`config.mk`:
```
export PLATFORM = sky130hd
export DESIGN_NAME = exec_unit
export DESIGN_NICKNAME = d
export VERILOG_FILES = /design/src/rtl/exec_pkg.sv /design/src/rtl/exec_unit_mul_seq.sv /design/src/rtl/exec_unit.sv
export SDC_FILE = /design/constraint.sdc
export NUM_CORES = 1
export LEC_CHECK = 0
export ABC_AREA = 1
export CAP_MARGIN = 0
export CORE_MARGIN = 1.5
export CORE_UTILIZATION = 32
export CTS_CLUSTER_DIAMETER = 50
export DETAILED_ROUTE_END_ITERATION = 10
export GPL_TIMING_DRIVEN = 0
export PLACE_DENSITY_LB_ADDON = 0.08
export SLEW_MARGIN = 30
export SYNTH_ARGS = -nofsm -noshare
export SYNTH_HDL_FRONTEND = slang
export SYNTH_HIERARCHICAL = 1
export SYNTH_SLANG_ARGS = --single-unit
```
`constraint.sdc`:
```
create_clock -name clk -period 3.8 [get_ports clk]
set_input_delay 0.95 -clock clk [delete_from_list [all_inputs] [get_ports clk]]
set_output_delay 0.95 -clock clk [all_outputs]
set_load 0.1 [all_outputs]
```
`src/rtl/exec_pkg.sv`:
```
// Shared constants for the execute stage: opcodes, FSM encoding, flag bit positions.
// Latency: n/a (declarations only).
// Backpressure: n/a.
package exec_pkg;

    localparam logic [3:0] OP_ADD = 4'd0;
    localparam logic [3:0] OP_SUB = 4'd1;
    localparam logic [3:0] OP_AND = 4'd2;
    localparam logic [3:0] OP_OR  = 4'd3;
    localparam logic [3:0] OP_XOR = 4'd4;
    localparam logic [3:0] OP_SLL = 4'd5;
    localparam logic [3:0] OP_SRL = 4'd6;
    localparam logic [3:0] OP_SRA = 4'd7;
    localparam logic [3:0] OP_SLT = 4'd8;
    localparam logic [3:0] OP_MOV = 4'd9;
    localparam logic [3:0] OP_MUL = 4'd10;
    localparam logic [3:0] OP_CMP = 4'd11;

    typedef enum logic [1:0] {
        IDLE = 2'b00,
        MUL  = 2'b01,
        WB   = 2'b10
    } state_t;

    // Flag vector is {Z,N,C,V}
    localparam logic [1:0] FLAG_Z = 2'd3;
    localparam logic [1:0] FLAG_N = 2'd2;
    localparam logic [1:0] FLAG_C = 2'd1;
    localparam logic [1:0] FLAG_V = 2'd0;

    localparam int MUL_ITER = 32;

endpackage

```
`src/rtl/exec_unit_mul_seq.sv`:
```
// Shift-add multiplier, one multiplier bit per cycle LSB first, low 32 bits of product.
// Latency: start at edge N, done asserted during cycle N+32 with result valid alongside.
// Backpressure: none; start is only raised by the owner while the sequencer is idle.
module mul_seq
    import exec_pkg::*;
(
    input  logic        clk,
    input  logic        rst,
    input  logic        start,
    input  logic [31:0] op_a,
    input  logic [31:0] op_b,
    output logic        done,
    output logic [31:0] result
);

    localparam logic [4:0] LAST_ITER = 5'(MUL_ITER - 1);

    logic        run_q, run_d;
    logic [4:0]  cnt_q, cnt_d;
    logic [31:0] mcand_q, mcand_d;
    logic [31:0] mplier_q, mplier_d;
    logic [31:0] acc_q, acc_d;
    logic [31:0] acc_nxt;

    // result is the post-iteration accumulator so the owner can latch it on the final edge
    assign acc_nxt = acc_q + (mplier_q[0] ? mcand_q : 32'd0);
    assign done    = run_q && (cnt_q == LAST_ITER);
    assign result  = acc_nxt;

    always_comb begin
        run_d    = run_q;
        cnt_d    = cnt_q;
        mcand_d  = mcand_q;
        mplier_d = mplier_q;
        acc_d    = acc_q;
        if (start) begin
            run_d    = 1'b1;
            cnt_d    = 5'd0;
            mcand_d  = op_a;
            mplier_d = op_b;
            acc_d    = 32'd0;
        end else if (run_q) begin
            acc_d    = acc_nxt;
            mcand_d  = mcand_q << 1;
            mplier_d = mplier_q >> 1;
            cnt_d    = cnt_q + 5'd1;
            if (cnt_q == LAST_ITER) begin
                run_d = 1'b0;
            end
        end
    end

    always_ff @(posedge clk) begin
        if (rst) begin
            run_q    <= 1'b0;
            cnt_q    <= 5'd0;
            mcand_q  <= 32'd0;
            mplier_q <= 32'd0;
            acc_q    <= 32'd0;
        end else begin
            run_q    <= run_d;
            cnt_q    <= cnt_d;
            mcand_q  <= mcand_d;
            mplier_q <= mplier_d;
            acc_q    <= acc_d;
        end
    end

endmodule

```
`src/rtl/exec_unit.sv`:
```
// Execute stage: single-cycle ALU ops plus optional iterative MUL (enabled by EXEC_MUL_EN).
// Latency: ALU writeback strobed the cycle after acceptance; MUL strobed 33 cycles after.
// Backpressure: ready drops for the whole multiply; valid_in is ignored until it returns.
module exec_unit
    import exec_pkg::*;
(
    input  logic        clk,
    input  logic        rst,
    input  logic        valid_in,
    output logic        ready,
    input  logic [3:0]  alu_op,
    input  logic [31:0] op_a,
    input  logic [31:0] op_b,
    input  logic [3:0]  dest,
    output logic        wb_en,
    output logic [3:0]  wb_addr,
    output logic [31:0] wb_data,
    output logic        busy,
    output logic [3:0]  flags
);

    logic        accept_vld;
    logic [32:0] add_w;
    logic [31:0] sub_w;
    logic [4:0]  shamt;
    logic [31:0] alu_res;
    logic        alu_wr;
    logic        alu_upd;
    logic        alu_c;
    logic        alu_v;

    logic        wb_en_q, wb_en_d;
    logic [3:0]  wb_addr_q, wb_addr_d;
    logic [31:0] wb_data_q, wb_data_d;
    logic [3:0]  flags_q, flags_d;

    assign accept_vld = valid_in && ready;
    assign add_w      = {1'b0, op_a} + {1'b0, op_b};
    assign sub_w      = op_a - op_b;
    assign shamt      = op_b[4:0];

    always_comb begin
        alu_res = 32'd0;
        alu_wr  = 1'b0;
        alu_upd = 1'b0;
        alu_c   = 1'b0;
        alu_v   = 1'b0;
        case (alu_op)
            OP_ADD: begin
                alu_res = add_w[31:0];
                alu_wr  = 1'b1;
                alu_upd = 1'b1;
                alu_c   = add_w[32];
                alu_v   = (op_a[31] == op_b[31]) && (add_w[31] != op_a[31]);
            end
            OP_SUB, OP_CMP: begin
                alu_res = sub_w;
                alu_wr  = (alu_op == OP_SUB);
                alu_upd = 1'b1;
                alu_c   = (op_a < op_b);
                alu_v   = (op_a[31] != op_b[31]) && (sub_w[31] != op_a[31]);
            end
            OP_AND: begin alu_res = op_a & op_b;             alu_wr = 1'b1; end
            OP_OR:  begin alu_res = op_a | op_b;             alu_wr = 1'b1; end
            OP_XOR: begin alu_res = op_a ^ op_b;             alu_wr = 1'b1; end
            OP_SLL: begin alu_res = op_a << shamt;           alu_wr = 1'b1; end
            OP_SRL: begin alu_res = op_a >> shamt;           alu_wr = 1'b1; end
            OP_SRA: begin alu_res = $signed(op_a) >>> shamt; alu_wr = 1'b1; end
            OP_SLT: begin
                alu_res = {31'd0, $signed(op_a) < $signed(op_b)};
                alu_wr  = 1'b1;
            end
            OP_MOV: begin alu_res = op_b;                    alu_wr = 1'b1; end
            default: begin end
        endcase
    end

`ifdef EXEC_MUL_EN
    state_t      state_q, state_d;
    logic [3:0]  mul_dest_q, mul_dest_d;
    logic        mul_start;
    logic        mul_done;
    logic [31:0] mul_res;

    assign mul_start = accept_vld && (alu_op == OP_MUL);

    mul_seq u_mul_seq (
        .clk    (clk),
        .rst    (rst),
        .start  (mul_start),
        .op_a   (op_a),
        .op_b   (op_b),
        .done   (mul_done),
        .result (mul_res)
    );

    always_comb begin
        state_d    = state_q;
        mul_dest_d = mul_start ? dest : mul_dest_q;
        case (state_q)
            IDLE:    if (mul_start) state_d = MUL;
            MUL:     if (mul_done)  state_d = WB;
            WB:      state_d = IDLE;
            default: state_d = IDLE;
        endcase
    end

    always_ff @(posedge clk) begin
        if (rst) begin
            state_q    <= IDLE;
            mul_dest_q <= 4'd0;
        end else begin
            state_q    <= state_d;
            mul_dest_q <= mul_dest_d;
        end
    end

    assign busy = (state_q != IDLE);
`else
    assign busy = 1'b0;
`endif

    assign ready = !busy;

    always_comb begin
        wb_en_d   = 1'b0;
        wb_addr_d = wb_addr_q;
        wb_data_d = wb_data_q;
        flags_d   = flags_q;
        if (accept_vld && alu_wr) begin
            wb_en_d   = 1'b1;
            wb_addr_d = dest;
            wb_data_d = alu_res;
        end
        if (accept_vld && alu_upd) begin
            flags_d[FLAG_Z] = (alu_res == 32'd0);
            flags_d[FLAG_N] = alu_res[31];
            flags_d[FLAG_C] = alu_c;
            flags_d[FLAG_V] = alu_v;
        end
`ifdef EXEC_MUL_EN
        // Final iteration edge: latch product so the strobe lands in the WB cycle
        if (mul_done) begin
            wb_en_d         = 1'b1;
            wb_addr_d       = mul_dest_q;
            wb_data_d       = mul_res;
            flags_d[FLAG_Z] = (mul_res == 32'd0);
            flags_d[FLAG_N] = mul_res[31];
        end
`endif
    end

    always_ff @(posedge clk) begin
        if (rst) begin
            wb_en_q   <= 1'b0;
            wb_addr_q <= 4'd0;
            wb_data_q <= 32'd0;
            flags_q   <= 4'd0;
        end else begin
            wb_en_q   <= wb_en_d;
            wb_addr_q <= wb_addr_d;
            wb_data_q <= wb_data_d;
            flags_q   <= flags_d;
        end
    end

    assign wb_en   = wb_en_q;
    assign wb_addr = wb_addr_q;
    assign wb_data = wb_data_q;
    assign flags   = flags_q;

endmodule

```
==> impl_summary.log <==
[metrics] run status: finished, final reports clean
[metrics] via count of the first global-routing pass: 15324
[metrics] Filler cells: 3989
[metrics] total instance count after detailed placement: 2766
[metrics] DRC: 0
[metrics] type of the tightest min-delay check: flip-flop to flip-flop
[metrics] source of the worst hold timing path: flags[3]$_SDFFE_PP0P_
[metrics] die outline width: 191.9 um
[metrics] Worst Tran Pin Value: 1.050 ns
[metrics] largest cells by area after synthesis: nand2_1 21%, nand3_1 19%, ha_1 11%
[metrics] Post-Syn Instances: 2197
[metrics] total grt overflow: 0
[metrics] die span in y: 191.9 um
[metrics] Max H-tree Level: 2
[metrics] number of vias after detailed routing: 16190
[metrics] worst setup skew after layout: 0 ns
[metrics] routed wire length: 70.22 mm
[metrics] placement row count: 68
[metrics] number of detailed-routing iterations run before antenna repair: 6
[metrics] global-route wire length before repair: 100.2 mm
[metrics] Yosys warnings: 6
[metrics] CP Launch Type: input pin
[metrics] CTS Buf Count: 5
[metrics] CP max FO: 10
[metrics] clock tree from TritonCTS: done
[metrics] number of buffers added on ports: 114
[metrics] largest voltage drop on the vdd net: 0.2549 mV
[metrics] syn avg cell area: 5.196 um2
[metrics] number of non-filler instances in the completed layout: 2795
[metrics] reg2reg end: wb_data[11]$_SDFFE_PP0P_
[metrics] final number of hold-violating endpoints: 0
[metrics] hold bufs inserted after CTS: 0
[metrics] HPWL after detailed placement: 57.95 mm
[metrics] share of the synthesized area in the top cell type: 21.18%
[metrics] starting density of the core: 32.80%
[metrics] detail-routed via count per cell: 5.792
[metrics] insertion delay to the later sink of the worst-skew pair: 0.29 ns
[metrics] share of cells above drive strength 1: 13.33%
[metrics] buffer depth of the longest clock path: 2
[metrics] synthesis-stage register bit count: 41
[metrics] count of unique library cells instantiated by Yosys: 54
[metrics] Hold Path Stages: 2
[metrics] number of diodes added for antenna fixing: 0
[metrics] Ports: 118
[metrics] Synthesized Nets: 2374
[metrics] leakage power: 7.195 nW
[metrics] capture endpoint of the worst hold path: flags[3]$_SDFFE_PP0P_
[metrics] required time of the worst setup path: 4.03 ns
[metrics] most common cell after layout, fill and taps aside: nand2_1
[metrics] Iter 0 DRT Violations: 1748
[metrics] final setup violation count: 0
[metrics] top library cells by usage in the layout, fill and taps aside: 610 x nand2_1, 404 x nand3_1, 214 x inv_1
[metrics] core region area: 0.03480 mm2
[metrics] remaining number of nets flagged by the antenna check after routing: 0
[metrics] clock slew seen by the registers of the worst setup and hold paths: 0.06 ns
[metrics] Multi-input gate area: 0.009771 mm2
[metrics] post-synthesis instance area: 0.01141 mm2
[metrics] pwr dens: 223.0 mW/mm2
[metrics] final std cell area, no fill: 0.01427 mm2
[metrics] max-cap violation count: 0
[metrics] critical path endpoint category: flip-flop
[metrics] # clock sinks: 41
[metrics] reg-to-reg startpoint: wb_data[11]$_SDFFE_PP0P_
[metrics] worst setup path category: input pin to flip-flop
[metrics] largest net degree at the start of global routing: 14
[metrics] total number of nets in the final design: 2517
[metrics] number of synthesized flops with an enable pin: 0
[metrics] Max-Slew Margin vs Limit: 29.81%
[metrics] Total Die Area: 0.03681 mm2
[metrics] Synth async-reset ratio: 0%
[metrics] Top FF cell, synth: dfxtp_1
[metrics] Critical Path AT: 3.99 ns
[metrics] final weighted congestion in routability-driven placement: 1.049
[metrics] Max Fclk: 265.6 MHz
[metrics] post-route fraction of the period consumed by the critical path: 99.09%
[metrics] shortest period the worst path allows: 3.765 ns
[metrics] area overhead of the layout relative to synthesis: 25.06%
[metrics] antenna violations before repair: 0
[metrics] area taken by flip-flops and latches: 820.8 um2
[metrics] share of synthesized area occupied by flip-flops and latches: 7.191%
[metrics] cell at the root of the clock tree: clkbuf_16
[metrics] placed inst area: 0.01313 mm2
[metrics] final core area utilization: 41.02%
[metrics] post-synth top area cell: nand2_1
[metrics] WL per Instance: 25.12 um
[metrics] total routing usage reported by global routing: 37.65%
[metrics] worst r2r path cells: 4
[metrics] r2r setup slk: 3.08 ns
[metrics] max-slew violations: 0
worst max-delay path: stages:
cell and delay, ns:
clkdlybuf4s50_1 0.56, nand2_1 0.17, inv_1 0.11, nand2_4 0.12
buf_4 0.32, o22ai_1 0.15, nor3_2 0.38, nand3_1 0.15
a21oi_2 0.28, nand3_2 0.21, nor2_1 0.14, nand3_1 0.11
nor2_1 0.11, nand2_1 0.10, a21oi_2 0.11
kinds of logic after synthesis:
family                   count (synthesis)  share of synthesized area [%]
AND/OR/NAND/NOR                       1412                          53.33
AO/OA/AOI/OAI                          290                          14.73
other                                    2                        0.06579
adder cells (fa/ha/maj)                102                          11.31
buffers and inverters                  348                          13.22
XOR/XNOR                                 2                         0.1535
flip-flops                              41                          7.191
through the flow:
| stage | hold slack [ns] | setup slack (ns) | setup TNS, ns | power [mW] |
|---|---|---|---|---|
| CTS | 0.4764 | 0.0002380 | 0 | 3.051 |
| global placement | 0.4672 | -1.759 | -37.64 | 2.525 |
| global route | 0.4988 | -0.03966 | -0.03966 | 3.369 |
| detailed placement | 0.4673 | -1.754 | -38.00 | 2.522 |
| floorplan | 0.9340 | 0.3436 | 0 | 1.789 |
| finish | 0.4792 | 0.03459 | 0 | 3.184 |
flip-flops by register name (all words and copies together), names as in the netlist:
| signal | cells |
|---|---|
| flags | 4 |
| wb_addr | 4 |
| wb_data | 32 |
| wb_en | 1 |
metal layers:
metal / track usage [%] / part of all wire [%] / vias to the layer above
li1: - / - / 7523
met1: 49.32 / 42 / 7725
met2: 60.71 / 44 / 760
met3: 4.093 / 7.4 / 182
met4: 19.41 / 6.3 / 0
met5: 0 / 0 / -
final cells by class:
class | count | share of cell area [%]
multi-input cells | 1808 | 68.45
repair buffers | 138 | 9.168
inverters | 246 | 6.661
flip-flops and latches | 41 | 5.750
plain buffers | 100 | 4.987
well taps | 455 | 3.988
clock buffers | 7 | 0.9992
power by group:
group | internal (mW) | switching [mW]
combinational | 0.650 | 1.63
sequential | 0.463 | 0.0174
clock | 0.258 | 0.170
cell usage after synthesis, types with 2 or more instances:
| cell | n |
|---|---|
| o21ai_1 | 9 |
| a211oi_1 | 4 |
| inv_1 | 229 |
| nor2_2 | 9 |
| a21oi_1 | 94 |
| nand3b_1 | 5 |
| dfxtp_1 | 41 |
| o22ai_1 | 33 |
| a21boi_0 | 3 |
| or2_2 | 4 |
| conb_1 | 2 |
| nor3_1 | 28 |
| o21bai_1 | 8 |
| o21ai_0 | 89 |
| nand4_1 | 21 |
| clkinv_1 | 3 |
| fa_1 | 2 |
| buf_1 | 9 |
| inv_2 | 13 |
| and2_1 | 8 |
| nand4_2 | 2 |
| nor3_2 | 2 |
| nand2_1 | 644 |
| o221ai_1 | 2 |
| o21a_1 | 6 |
| nand3_1 | 425 |
| xor2_1 | 2 |
| buf_6 | 10 |
| nor2_1 | 250 |
| a21oi_2 | 3 |
| o211ai_1 | 28 |
| buf_2 | 42 |
| nand2_4 | 3 |
| buf_4 | 16 |
| clkbuf_1 | 23 |
| a31oi_1 | 4 |
| ha_1 | 100 |
| nand2_2 | 5 |
repair_timing:
action	4_1_cts	5_1_grt
gates cloned	0	0
gates resized for setup	170	152
setup buffers	13	11
pin swaps	29	22
setup endpoints to repair	35	5
worst max path at each step:
stage              start                    end  depth (start not counted)
3_3_place_gp     op_b[3]  flags[3]$_SDFFE_PP0P_                         23
5_1_grt          op_b[9]  flags[3]$_SDFFE_PP0P_                         19
3_5_place_dp     op_b[3]  flags[3]$_SDFFE_PP0P_                         23
2_1_floorplan    op_b[4]  flags[3]$_SDFFE_PP0P_                         25
6_report       alu_op[0]  flags[3]$_SDFFE_PP0P_                         15
4_1_cts        alu_op[3]  flags[3]$_SDFFE_PP0P_                         15
Power figures use the tool's default switching activity.
